$ cat config.mk
export PLATFORM = sky130hd
export DESIGN_NAME = instr_encoder
export DESIGN_NICKNAME = d
export VERILOG_FILES = /design/src/rtl/mycpu_pkg.sv /design/src/rtl/instr_field_pack.sv /design/src/rtl/instr_encoder.sv
export SDC_FILE = /design/constraint.sdc
export NUM_CORES = 1
export LEC_CHECK = 0
export CAP_MARGIN = 20
export CORE_UTILIZATION = 35
export CTS_CLUSTER_SIZE = 24
export DETAILED_ROUTE_END_ITERATION = 8
export GPL_TIMING_DRIVEN = 0
export HOLD_SLACK_MARGIN = 0.03
export PLACE_DENSITY = 0.71
export SLEW_MARGIN = 25
export SYNTH_ARGS = -nofsm -noshare
export SYNTH_HDL_FRONTEND = slang
export SYNTH_SLANG_ARGS = --single-unit
$ cat constraint.sdc
create_clock -name clk -period 2.15 [get_ports clk]
set_input_delay 0.215 -clock clk [delete_from_list [all_inputs] [get_ports clk]]
set_output_delay 0.215 -clock clk [all_outputs]
set_load 0.02 [all_outputs]
$ cat src/rtl/mycpu_pkg.sv
// -----------------------------------------------------------------------------
// mycpu_pkg -- shared CPU definitions.
//
// Holds the operation enumeration (op_t), the instruction word type (word_t)
// and the MIPS32 field constants (primary opcodes, SPECIAL funct codes,
// REGIMM rt codes, COP0 rs codes). Decode-side logic reuses the same
// constants, so the encoder and decoder cannot disagree on field values.
// Small helpers assemble the common R/I/COP0 word layouts.
// -----------------------------------------------------------------------------
package mycpu_pkg;

  typedef logic [31:0] word_t;

  typedef enum logic [5:0] {
    OP_NOP,
    OP_SLL, OP_SRL, OP_SRA, OP_SLLV, OP_SRLV, OP_SRAV,
    OP_JR, OP_JALR, OP_SYSCALL, OP_BREAK,
    OP_MFHI, OP_MTHI, OP_MFLO, OP_MTLO,
    OP_MULT, OP_MULTU, OP_DIV, OP_DIVU,
    OP_ADD, OP_ADDU, OP_SUB, OP_SUBU,
    OP_AND, OP_OR, OP_XOR, OP_NOR, OP_SLT, OP_SLTU,
    OP_BLTZ, OP_BGEZ, OP_BLTZAL, OP_BGEZAL,
    OP_BEQ, OP_BNE, OP_BLEZ, OP_BGTZ,
    OP_ADDI, OP_ADDIU, OP_SLTI, OP_SLTIU, OP_ANDI, OP_ORI, OP_XORI, OP_LUI,
    OP_LB, OP_LH, OP_LW, OP_LBU, OP_LHU, OP_SB, OP_SH, OP_SW,
    OP_J, OP_JAL,
    OP_MFC0, OP_MTC0, OP_ERET,
    OP_DECODE_ERROR
  } op_t;

  // Primary opcodes
  localparam logic [5:0] OPC_SPECIAL = 6'b000000;
  localparam logic [5:0] OPC_REGIMM  = 6'b000001;
  localparam logic [5:0] OPC_J       = 6'b000010;
  localparam logic [5:0] OPC_JAL     = 6'b000011;
  localparam logic [5:0] OPC_BEQ     = 6'b000100;
  localparam logic [5:0] OPC_BNE     = 6'b000101;
  localparam logic [5:0] OPC_BLEZ    = 6'b000110;
  localparam logic [5:0] OPC_BGTZ    = 6'b000111;
  localparam logic [5:0] OPC_ADDI    = 6'b001000;
  localparam logic [5:0] OPC_ADDIU   = 6'b001001;
  localparam logic [5:0] OPC_SLTI    = 6'b001010;
  localparam logic [5:0] OPC_SLTIU   = 6'b001011;
  localparam logic [5:0] OPC_ANDI    = 6'b001100;
  localparam logic [5:0] OPC_ORI     = 6'b001101;
  localparam logic [5:0] OPC_XORI    = 6'b001110;
  localparam logic [5:0] OPC_LUI     = 6'b001111;
  localparam logic [5:0] OPC_COP0    = 6'b010000;
  localparam logic [5:0] OPC_LB      = 6'b100000;
  localparam logic [5:0] OPC_LH      = 6'b100001;
  localparam logic [5:0] OPC_LW      = 6'b100011;
  localparam logic [5:0] OPC_LBU     = 6'b100100;
  localparam logic [5:0] OPC_LHU     = 6'b100101;
  localparam logic [5:0] OPC_SB      = 6'b101000;
  localparam logic [5:0] OPC_SH      = 6'b101001;
  localparam logic [5:0] OPC_SW      = 6'b101011;

  // SPECIAL funct codes
  localparam logic [5:0] FUNCT_SLL     = 6'b000000;
  localparam logic [5:0] FUNCT_SRL     = 6'b000010;
  localparam logic [5:0] FUNCT_SRA     = 6'b000011;
  localparam logic [5:0] FUNCT_SLLV    = 6'b000100;
  localparam logic [5:0] FUNCT_SRLV    = 6'b000110;
  localparam logic [5:0] FUNCT_SRAV    = 6'b000111;
  localparam logic [5:0] FUNCT_JR      = 6'b001000;
  localparam logic [5:0] FUNCT_JALR    = 6'b001001;
  localparam logic [5:0] FUNCT_SYSCALL = 6'b001100;
  localparam logic [5:0] FUNCT_BREAK   = 6'b001101;
  localparam logic [5:0] FUNCT_MFHI    = 6'b010000;
  localparam logic [5:0] FUNCT_MTHI    = 6'b010001;
  localparam logic [5:0] FUNCT_MFLO    = 6'b010010;
  localparam logic [5:0] FUNCT_MTLO    = 6'b010011;
  localparam logic [5:0] FUNCT_MULT    = 6'b011000;
  localparam logic [5:0] FUNCT_MULTU   = 6'b011001;
  localparam logic [5:0] FUNCT_DIV     = 6'b011010;
  localparam logic [5:0] FUNCT_DIVU    = 6'b011011;
  localparam logic [5:0] FUNCT_ADD     = 6'b100000;
  localparam logic [5:0] FUNCT_ADDU    = 6'b100001;
  localparam logic [5:0] FUNCT_SUB     = 6'b100010;
  localparam logic [5:0] FUNCT_SUBU    = 6'b100011;
  localparam logic [5:0] FUNCT_AND     = 6'b100100;
  localparam logic [5:0] FUNCT_OR      = 6'b100101;
  localparam logic [5:0] FUNCT_XOR     = 6'b100110;
  localparam logic [5:0] FUNCT_NOR     = 6'b100111;
  localparam logic [5:0] FUNCT_SLT     = 6'b101010;
  localparam logic [5:0] FUNCT_SLTU    = 6'b101011;

  // REGIMM rt codes
  localparam logic [4:0] RT_BLTZ   = 5'b00000;
  localparam logic [4:0] RT_BGEZ   = 5'b00001;
  localparam logic [4:0] RT_BLTZAL = 5'b10000;
  localparam logic [4:0] RT_BGEZAL = 5'b10001;

  // COP0 rs codes
  localparam logic [4:0] COP0_RS_MF = 5'b00000;
  localparam logic [4:0] COP0_RS_MT = 5'b00100;

  // ERET is a fixed word: COP0, CO bit set, funct 011000
  localparam word_t WORD_ERET = {OPC_COP0, 1'b1, 19'b0, 6'b011000};

  function automatic word_t mk_r(input logic [4:0] rs, input logic [4:0] rt,
                                 input logic [4:0] rd, input logic [4:0] sa,
                                 input logic [5:0] funct);
    return {OPC_SPECIAL, rs, rt, rd, sa, funct};
  endfunction

  function automatic word_t mk_i(input logic [5:0] opc, input logic [4:0] rs,
                                 input logic [4:0] rt, input logic [15:0] imm);
    return {opc, rs, rt, imm};
  endfunction

  function automatic word_t mk_cop0(input logic [4:0] rs_code,
                                    input logic [4:0] rt, input logic [4:0] rd);
    return {OPC_COP0, rs_code, rt, rd, 11'b0};
  endfunction

endpackage

$ cat src/rtl/instr_field_pack.sv
// -----------------------------------------------------------------------------
// instr_field_pack -- purely combinational MIPS32 field encoder.
//
// Ports:
//   op     in  op_t      operation to encode
//   rs/rt/rd/shamt in 5  register and shift fields
//   imm    in  16        immediate / branch offset
//   target in  26        jump target
//   instr  out word_t    encoded word (fields an op does not use are zero)
//   err    out 1         op has no encoding; instr is then zero
// -----------------------------------------------------------------------------
module instr_field_pack
  import mycpu_pkg::*;
(
  input  op_t         op,
  input  logic [4:0]  rs,
  input  logic [4:0]  rt,
  input  logic [4:0]  rd,
  input  logic [4:0]  shamt,
  input  logic [15:0] imm,
  input  logic [25:0] target,
  output word_t       instr,
  output logic        err
);

  localparam logic [4:0] Z5 = 5'd0;

  always_comb begin
    instr = '0;
    err   = 1'b0;
    case (op)
      OP_NOP:     instr = '0;
      // Constant shifts take the amount from shamt; rs is not a source.
      OP_SLL:     instr = mk_r(Z5, rt, rd, shamt, FUNCT_SLL);
      OP_SRL:     instr = mk_r(Z5, rt, rd, shamt, FUNCT_SRL);
      OP_SRA:     instr = mk_r(Z5, rt, rd, shamt, FUNCT_SRA);
      OP_SLLV:    instr = mk_r(rs, rt, rd, Z5, FUNCT_SLLV);
      OP_SRLV:    instr = mk_r(rs, rt, rd, Z5, FUNCT_SRLV);
      OP_SRAV:    instr = mk_r(rs, rt, rd, Z5, FUNCT_SRAV);
      OP_JR:      instr = mk_r(rs, Z5, Z5, Z5, FUNCT_JR);
      OP_JALR:    instr = mk_r(rs, Z5, rd, Z5, FUNCT_JALR);
      // The 20-bit code field of SYSCALL/BREAK is always emitted as zero.
      OP_SYSCALL: instr = mk_r(Z5, Z5, Z5, Z5, FUNCT_SYSCALL);
      OP_BREAK:   instr = mk_r(Z5, Z5, Z5, Z5, FUNCT_BREAK);
      OP_MFHI:    instr = mk_r(Z5, Z5, rd, Z5, FUNCT_MFHI);
      OP_MTHI:    instr = mk_r(rs, Z5, Z5, Z5, FUNCT_MTHI);
      OP_MFLO:    instr = mk_r(Z5, Z5, rd, Z5, FUNCT_MFLO);
      OP_MTLO:    instr = mk_r(rs, Z5, Z5, Z5, FUNCT_MTLO);
      OP_MULT:    instr = mk_r(rs, rt, Z5, Z5, FUNCT_MULT);
      OP_MULTU:   instr = mk_r(rs, rt, Z5, Z5, FUNCT_MULTU);
      OP_DIV:     instr = mk_r(rs, rt, Z5, Z5, FUNCT_DIV);
      OP_DIVU:    instr = mk_r(rs, rt, Z5, Z5, FUNCT_DIVU);
      OP_ADD:     instr = mk_r(rs, rt, rd, Z5, FUNCT_ADD);
      OP_ADDU:    instr = mk_r(rs, rt, rd, Z5, FUNCT_ADDU);
      OP_SUB:     instr = mk_r(rs, rt, rd, Z5, FUNCT_SUB);
      OP_SUBU:    instr = mk_r(rs, rt, rd, Z5, FUNCT_SUBU);
      OP_AND:     instr = mk_r(rs, rt, rd, Z5, FUNCT_AND);
      OP_OR:      instr = mk_r(rs, rt, rd, Z5, FUNCT_OR);
      OP_XOR:     instr = mk_r(rs, rt, rd, Z5, FUNCT_XOR);
      OP_NOR:     instr = mk_r(rs, rt, rd, Z5, FUNCT_NOR);
      OP_SLT:     instr = mk_r(rs, rt, rd, Z5, FUNCT_SLT);
      OP_SLTU:    instr = mk_r(rs, rt, rd, Z5, FUNCT_SLTU);
      // REGIMM: the rt slot carries the branch kind, caller's rt is dropped.
      OP_BLTZ:    instr = mk_i(OPC_REGIMM, rs, RT_BLTZ, imm);
      OP_BGEZ:    instr = mk_i(OPC_REGIMM, rs, RT_BGEZ, imm);
      OP_BLTZAL:  instr = mk_i(OPC_REGIMM, rs, RT_BLTZAL, imm);
      OP_BGEZAL:  instr = mk_i(OPC_REGIMM, rs, RT_BGEZAL, imm);
      OP_BEQ:     instr = mk_i(OPC_BEQ, rs, rt, imm);
      OP_BNE:     instr = mk_i(OPC_BNE, rs, rt, imm);
      // BLEZ/BGTZ compare rs against zero; rt must be zero.
      OP_BLEZ:    instr = mk_i(OPC_BLEZ, rs, Z5, imm);
      OP_BGTZ:    instr = mk_i(OPC_BGTZ, rs, Z5, imm);
      OP_ADDI:    instr = mk_i(OPC_ADDI, rs, rt, imm);
      OP_ADDIU:   instr = mk_i(OPC_ADDIU, rs, rt, imm);
      OP_SLTI:    instr = mk_i(OPC_SLTI, rs, rt, imm);
      OP_SLTIU:   instr = mk_i(OPC_SLTIU, rs, rt, imm);
      OP_ANDI:    instr = mk_i(OPC_ANDI, rs, rt, imm);
      OP_ORI:     instr = mk_i(OPC_ORI, rs, rt, imm);
      OP_XORI:    instr = mk_i(OPC_XORI, rs, rt, imm);
      OP_LUI:     instr = mk_i(OPC_LUI, Z5, rt, imm);
      OP_LB:      instr = mk_i(OPC_LB, rs, rt, imm);
      OP_LH:      instr = mk_i(OPC_LH, rs, rt, imm);
      OP_LW:      instr = mk_i(OPC_LW, rs, rt, imm);
      OP_LBU:     instr = mk_i(OPC_LBU, rs, rt, imm);
      OP_LHU:     instr = mk_i(OPC_LHU, rs, rt, imm);
      OP_SB:      instr = mk_i(OPC_SB, rs, rt, imm);
      OP_SH:      instr = mk_i(OPC_SH, rs, rt, imm);
      OP_SW:      instr = mk_i(OPC_SW, rs, rt, imm);
      OP_J:       instr = {OPC_J, target};
      OP_JAL:     instr = {OPC_JAL, target};
      OP_MFC0:    instr = mk_cop0(COP0_RS_MF, rt, rd);
      OP_MTC0:    instr = mk_cop0(COP0_RS_MT, rt, rd);
      OP_ERET:    instr = WORD_ERET;
      // DECODE_ERROR and any out-of-range op value
      default: begin
        instr = '0;
        err   = 1'b1;
      end
    endcase
  end

endmodule

$ cat src/rtl/instr_encoder.sv
// -----------------------------------------------------------------------------
// instr_encoder -- MIPS32 instruction encoder with valid/ready handshakes.
//
// The field encoding lives in instr_field_pack; this module only carries the
// encoded word through a 2-entry skid buffer (output register + skid register)
// so in_ready is a flop and never depends combinationally on out_ready.
//
// Ports:
//   clk, resetn (async, active-low)
//   in_valid/in_ready, in_op, in_rs, in_rt, in_rd, in_shamt, in_imm, in_target
//   out_valid/out_ready, out_instr, out_err
//   err_count [15:0]  only when INSTR_ENCODER_ERRCNT_EN is defined: saturating
//                     count of output handshakes that carried out_err=1
// -----------------------------------------------------------------------------
module instr_encoder
  import mycpu_pkg::*;
(
  input  logic        clk,
  input  logic        resetn,
  input  logic        in_valid,
  output logic        in_ready,
  input  op_t         in_op,
  input  logic [4:0]  in_rs,
  input  logic [4:0]  in_rt,
  input  logic [4:0]  in_rd,
  input  logic [4:0]  in_shamt,
  input  logic [15:0] in_imm,
  input  logic [25:0] in_target,
  output logic        out_valid,
  input  logic        out_ready,
  output word_t       out_instr,
  output logic        out_err
`ifdef INSTR_ENCODER_ERRCNT_EN
  ,
  output logic [15:0] err_count
`endif
);

  word_t pack_instr;
  logic  pack_err;

  instr_field_pack u_pack (
    .op     (in_op),
    .rs     (in_rs),
    .rt     (in_rt),
    .rd     (in_rd),
    .shamt  (in_shamt),
    .imm    (in_imm),
    .target (in_target),
    .instr  (pack_instr),
    .err    (pack_err)
  );

  logic  out_valid_q, out_valid_d;
  word_t out_instr_q, out_instr_d;
  logic  out_err_q,   out_err_d;
  logic  skid_valid_q, skid_valid_d;
  word_t skid_instr_q, skid_instr_d;
  logic  skid_err_q,   skid_err_d;
  logic  in_ready_q,   in_ready_d;

  logic in_fire;
  logic out_fire;

  assign in_fire  = in_valid & in_ready_q;
  assign out_fire = out_valid_q & out_ready;

  always_comb begin
    out_valid_d  = out_valid_q;
    out_instr_d  = out_instr_q;
    out_err_d    = out_err_q;
    skid_valid_d = skid_valid_q;
    skid_instr_d = skid_instr_q;
    skid_err_d   = skid_err_q;

    if (!out_valid_q || out_fire) begin
      // Output slot frees up: the skid entry is older than any new input,
      // and in_fire cannot coincide with a full skid, so order is kept.
      if (skid_valid_q) begin
        out_valid_d  = 1'b1;
        out_instr_d  = skid_instr_q;
        out_err_d    = skid_err_q;
        skid_valid_d = 1'b0;
      end else if (in_fire) begin
        out_valid_d = 1'b1;
        out_instr_d = pack_instr;
        out_err_d   = pack_err;
      end else begin
        out_valid_d = 1'b0;
      end
    end else if (in_fire) begin
      // Output stalled: park the new word in the skid register.
      skid_valid_d = 1'b1;
      skid_instr_d = pack_instr;
      skid_err_d   = pack_err;
    end

    in_ready_d = ~skid_valid_d;
  end

  // --- output + skid register stage ---
  always_ff @(posedge clk or negedge resetn) begin
    if (!resetn) begin
      out_valid_q  <= 1'b0;
      out_instr_q  <= '0;
      out_err_q    <= 1'b0;
      skid_valid_q <= 1'b0;
      skid_instr_q <= '0;
      skid_err_q   <= 1'b0;
      in_ready_q   <= 1'b1;
    end else begin
      out_valid_q  <= out_valid_d;
      out_instr_q  <= out_instr_d;
      out_err_q    <= out_err_d;
      skid_valid_q <= skid_valid_d;
      skid_instr_q <= skid_instr_d;
      skid_err_q   <= skid_err_d;
      in_ready_q   <= in_ready_d;
    end
  end

  assign in_ready  = in_ready_q;
  assign out_valid = out_valid_q;
  assign out_instr = out_instr_q;
  assign out_err   = out_err_q;

`ifdef INSTR_ENCODER_ERRCNT_EN
  logic [15:0] err_count_q, err_count_d;

  always_comb begin
    err_count_d = err_count_q;
    if (out_fire && out_err_q && (err_count_q != 16'hFFFF)) begin
      err_count_d = err_count_q + 16'd1;
    end
  end

  always_ff @(posedge clk or negedge resetn) begin
    if (!resetn) begin
      err_count_q <= '0;
    end else begin
      err_count_q <= err_count_d;
    end
  end

  assign err_count = err_count_q;
`endif

endmodule

### After elaboration in Yosys (flattened, before gate mapping)

Cells that the tools add are included.

* bits in registers: 69
* output and inout port bits: 35
* word-level logic and storage cells: 85

* equality and inequality tests: 57
* mux-type cells: 10
* bitwise logic cells: 4
* reductions and logical operators: 7

Operators with widths (count)
* case mux 32 bit (57 select lines): 1
* == test 6 bit, second input constant: 26
* == test 6 x 5 -> 1 bit, second input constant: 16
* two-way mux 32 bit: 2
* OR reduction 58 bit: 1
* == test 6 x 4 -> 1 bit, second input constant: 8
* == test 6 x 3 -> 1 bit, second input constant: 4
* == test 6 x 2 -> 1 bit, second input constant: 2
* two-way mux 1 bit: 7
* == test 6 x 1 -> 1 bit, second input constant: 1
* zero test 6 bit: 1
* AND reduction 2 bit: 2
* AND 1 bit: 2
* inverter 1 bit: 2
* nonzero test 2 bit: 1
* zero test 1 bit: 1
* logical OR 1 bit: 1

### Logic depth before layout (Yosys ltp)

* depth in word-level cells: 5
* depth in mapped cells: 8

### By module

From an unflattened synthesis, not the netlist that was laid out.

* cell total of the unflattened synthesis: 383
* area total of the unflattened synthesis: 4586.9 um^2

By module, submodules not included
* instr_encoder: instances 1, cells each 186, area an instance 3244.4 um^2, seq. area each 1727.9 um^2
* instr_field_pack: instances 1, cells each 197, area an instance 1342.5 um^2, seq. area each 0.0 um^2

### Least setup slack after synthesis

No wires, ideal clock.

* path type: register to register
* start: register in_ready_q (netlist: in_ready)
* end: register out_instr_q[30] (netlist: out_instr[30])
* setup time: 0.119 ns
* data arrival time: 1.636 ns
* path slack: 0.395 ns
* stages on the path, launching flop included: 6
* buffers on the path: 1
* period minus slack after synthesis: 1.755 ns
* cell sequence: dfstp_2 a21oi_1 nor2_1 clkbuf_1 o211ai_1 o21a_1

* word-level cells in the longest chain between the ends: 3

Ends and longest elaborated chain
* start, declared: line instr_encoder.sv:60 `logic in_ready_q, in_ready_d;`
* start signal, assigned: line instr_encoder.sv:118 `in_ready_q <= in_ready_d;`
* AND 1 bit: line instr_encoder.sv:65 `assign in_fire = in_valid & in_ready_q;`
* nonzero test 2 bit (no line)
* AND reduction 2 bit (no line)
* end signal, assigned: line instr_encoder.sv:113 `out_instr_q <= out_instr_d;`
* end, declared: line instr_encoder.sv:55 `word_t out_instr_q, out_instr_d;`

No other way between the ends.
A chain may end at the register's enable or synchronous reset.

### Worst setup path in the final report

* start: input in_op[1]
* end: register out_instr_q[20] (netlist: out_instr[20])

* word-level cells in the longest chain between the ends: 4
* elaborated cells between the ends (all ways): 60

Ends and longest elaborated chain
* start, declared: line instr_encoder.sv:22 `input op_t in_op,`
* == test 6 bit, or another cell as far along: line instr_field_pack.sv:31 `case (op)`
* case mux 32 bit (57 select lines) *: line instr_field_pack.sv:31
* two-way mux 32 bit *: line instr_encoder.sv:84 `end else if (in_fire) begin`
* two-way mux 32 bit *: line instr_encoder.sv:79 `if (skid_valid_q) begin`

Every way passes the cells marked *; elsewhere a longest branch is shown, timed or not. The select of a mux whose other input is x is not followed.

==> summary.txt <==
Run status
  – Status: finished, violations left
  – Failing checks: design-rule violations

Die
  – Die height: 111.6 um
  – Die width: 111.6 um
  – Starting density of the core: 36.35%
  – # IOs: 107
  – Die Area: 12450 um2
  – Site row count: 39
  – Area of the core: 11560 um2

Cells and area
  – # diodes: 0
  – Multi-input logic area: 2265 um2
  – Layout cells sized above 1: 11.71%
  – Fill cells: 1122
  – Final nets: 683
  – Area growth syn-to-layout: 38.42%
  – Register area: 1728 um2

Synth
  – #FFs+latches synth: 69
  – Main flop type after synthesis: dfrtp_1
  – Synth Net Count: 564
  – Gate Count Post-Synth: 492
  – Seq/Total Area, Yosys: 41.10%
  – Warnings from Yosys: 0
  – Number of synthesized flops with an enable pin: 0
  – Mapped Area: 4204 um2
  – Fraction of registers with async set/reset: 100.0%
  – Mean Syn Cell Area: 8.545 um2
  – Yosys cell types: 63

Power
  – Sw power: 1.672 mW
  – Pwr Density: 857.6 nW/um2
  – Clock share of power: 29.1%
  – Pint: 3.319 mW
  – P_leak: 2.254 nW
  – Logic pwr share: 34.4%
  – Switching share of power: 33.50%
  – Power, Total: 4.991 mW
  – Sequential share of power: 36.5%
  – Worst vdd ir: 0.4129 mV

Route
  – Post-route antenna net violation count: 0
  – Post-route DRC violation count: 6
  – WL/cell: 20.32 um
  – Drt total wl: 15.41 mm
  – DR vias: 4597
  – Via-per-instance ratio: 6.065
  – DR pass1 iterations: 7
  – Iteration-0 DRC Markers: 391

STA
  – Clock Skews: 7.402 ps
  – RSZ-0062 raised after global routing: true
  – Count of final setup violators: 0
  – Final Slew Violations: 0
  – Worst-Margin Slew: 564.1 ps
  – Min Tclk post-route: 2111 ps
  – Fin crit share: 98.17%
  – TNS Setup: 0 ps
  – Fmax: 0.4738 GHz
  – Slew Limit Headroom: 62.39%
  – Final Hold Fails: 0

Setup path
  – Reg2Reg Capture Point: skid_instr_q[3]$_DFFE_PN0P_
  – Worst setup EP type: register
  – Critical path fanouts, max: 10
  – CP startpoint kind: primary input
  – Worst R2R Start: out_valid$_DFFE_PN0N_
  – Worst-path cell chain: clkdlybuf4s50_1 -> xnor2_1 -> nor3_4 -> buf_2 -> a222oi_1 -> a31oi_1
  – CP Class: primary input to register
  – FF-to-FF setup slack: 140 ps
  – Crit-path leading delay family: buffers and inverters
  – WP data required: 2340 ps
  – Worst path slowest cell: a222oi_1
  – CP startpoint: in_op[1]
  – Crit path DAT: 2300 ps
  – WP buf/inv: 2
  – Worst r2r path cells: 5
  – Crit path largest cell delay: 550 ps

Clock network
  – CTS tree: yes
  – H-tree levels: 3
  – CTS sink cnt: 69
  – Clk_lat worst skew: 340 ps
  – Num CTS Buffers: 9
  – Clock slew at reported path FFs: 60 ps
  – Root buf cell: clkbuf_16
  – CTS Buffer Depth: 2

Placement
  – Placer Congestion: 0.9425
  – Dpl hpwl: 11.55 mm
  – I/O Buffers: 106

GRT
  – Grt ovf: 0
  – All-Layer GR Usage: 25.14%
  – Initial antenna violation count: 0
  – First-pass GRT wire length: 24.33 mm
  – Pin count of the biggest net entering global routing: 54
  – Vias in the first global route: 4439

Flow run
  – Maximum Capacitance Violations: 0

Hold path
  – Worst hold path class: primary input to asynchronous set/reset pin
-- worst max path at each step --
| stage | end | slack [ps] | cells past startpoint |
|---|---|---|---|
| after CTS | out_instr[24]$_DFFE_PN0P_ | 10 | 7 |
| after floorplan | out_instr[30]$_DFFE_PN0P_ | 400 | 5 |
| after detailed placement | out_instr[3]$_DFFE_PN0P_ | -380 | 7 |
| final | out_instr[20]$_DFFE_PN0P_ | 40 | 6 |
| after global routing | out_instr[20]$_DFFE_PN0P_ | -90 | 6 |
| after global placement | out_instr[6]$_DFFE_PN0P_ | -1360 | 1 |
-- per-layer routing --
| layer | GRT usage, % | share of wire, % | up-vias | wire (um) |
|---|---|---|---|---|
| li1 | - | - | 2075 | - |
| met3 | 4.790 | 7.8 | 38 | 1204 |
| met5 | 0 | 0 | - | 0 |
| met2 | 40.04 | 46 | 253 | 7140 |
| met4 | 10.54 | 3.5 | 0 | 536 |
| met1 | 33.49 | 42 | 2231 | 6523 |
-- area by class of cell --
type | count | area share (%)
plain buffers | 46 | 4.193
multi-input cells | 372 | 38.92
well taps | 143 | 3.075
clock inverters | 6 | 1.097
flip-flops and latches | 69 | 29.69
repair buffers | 108 | 18.83
clock buffers | 9 | 3.870
inverters | 5 | 0.3225
-- logic make-up after synthesis --
family | share of synthesized area, %
simple gates | 22.74
compound gates | 27.68
flops | 41.10
buf+inv | 6.012
mux | 2.054
xor+xnor | 0.4167
-- synthesized netlist by cell type (4+ instances only) --
cell type / number / area (um2)
o21a_1: 6 / 45.04
o21ai_0: 46 / 230.2
a222oi_1: 7 / 70.07
a22oi_1: 7 / 52.55
nor2_1: 35 / 131.4
nor2b_1: 11 / 68.82
o211ai_1: 13 / 97.59
o21ai_1: 7 / 35.03
mux2_2: 5 / 56.30
buf_2: 19 / 95.09
o22ai_1: 7 / 43.79
a21oi_1: 21 / 105.1
nor3_1: 15 / 75.07
a221oi_1: 11 / 96.34
dfrtp_1: 68 / 1702
clkbuf_1: 20 / 75.07
inv_1: 5 / 18.77
nand2_1: 61 / 229.0
nand3_1: 20 / 100.1
a31oi_1: 22 / 137.6
nand3b_1: 15 / 112.6
or2_2: 4 / 25.02
nand2b_1: 8 / 50.05
buf_6: 4 / 45.04
-- sequential cells by signal, indices dropped and copies added, names as in the netlist --
name and cells:
out_instr 32, out_err 1, in_ready 1, skid_err_q 1
out_valid 1, skid_instr_q 32, skid_valid_q 1
-- power groups by stage --
stage               Clock (mW)  Combinational [mW]  Sequential [mW]
finish                    1.45                1.72             1.82
detailed placement           0                1.69             1.85
global route              1.51                1.85             1.86
floorplan                    0               0.673             2.04
CTS                       1.46                1.70             1.82
global placement             0                1.66             1.82
-- timing repair --
action | 4_1_cts | 5_1_grt
endpoints found under the setup margin | 4 | 37
setup buffers | 0 | 0
hold buffers | 1 | 0
endpoints found under the hold margin | 16 | 0
resized for setup | 2 | 13
-- metrics by stage --
stage / utilization (%) / cells / cell area [um2] / setup slack [ps] / hold WS, ps
after floorplan: - / 492 / 4204 / 395.2 / -80.59
after global placement: 47.07 / 741 / 5444 / -1363 / 462.6
after global routing: 50.32 / 758 / 5819 / -93.06 / 302.7
after detailed placement: 47.29 / 742 / 5469 / -382.8 / 100.7
after CTS: 49.95 / 758 / 5777 / 13.15 / 291.4
final: 50.32 / 758 / 5819 / 39.35 / 289.5
-- cell usage in the layout, fill, tap and decap left out, drive strengths merged, types with 3 or more instances in the layout --
cell	instances
nor2	36
nand2	61
clkbuf	32
o211ai	13
o21ai	53
buf	25
nor2b	11
a22oi	7
a31oi	22
mux2	5
a222oi	7
nand3	20
a32o	3
nand3b	15
or2	4
o21a	6
nand2b	8
clkdlybuf4s50	105
o22ai	7
a221oi	12
dfrtp	68
or3b	3
mux2i	3
nor3	16
inv	6
a21oi	21
Power figures use the tool's default switching activity.
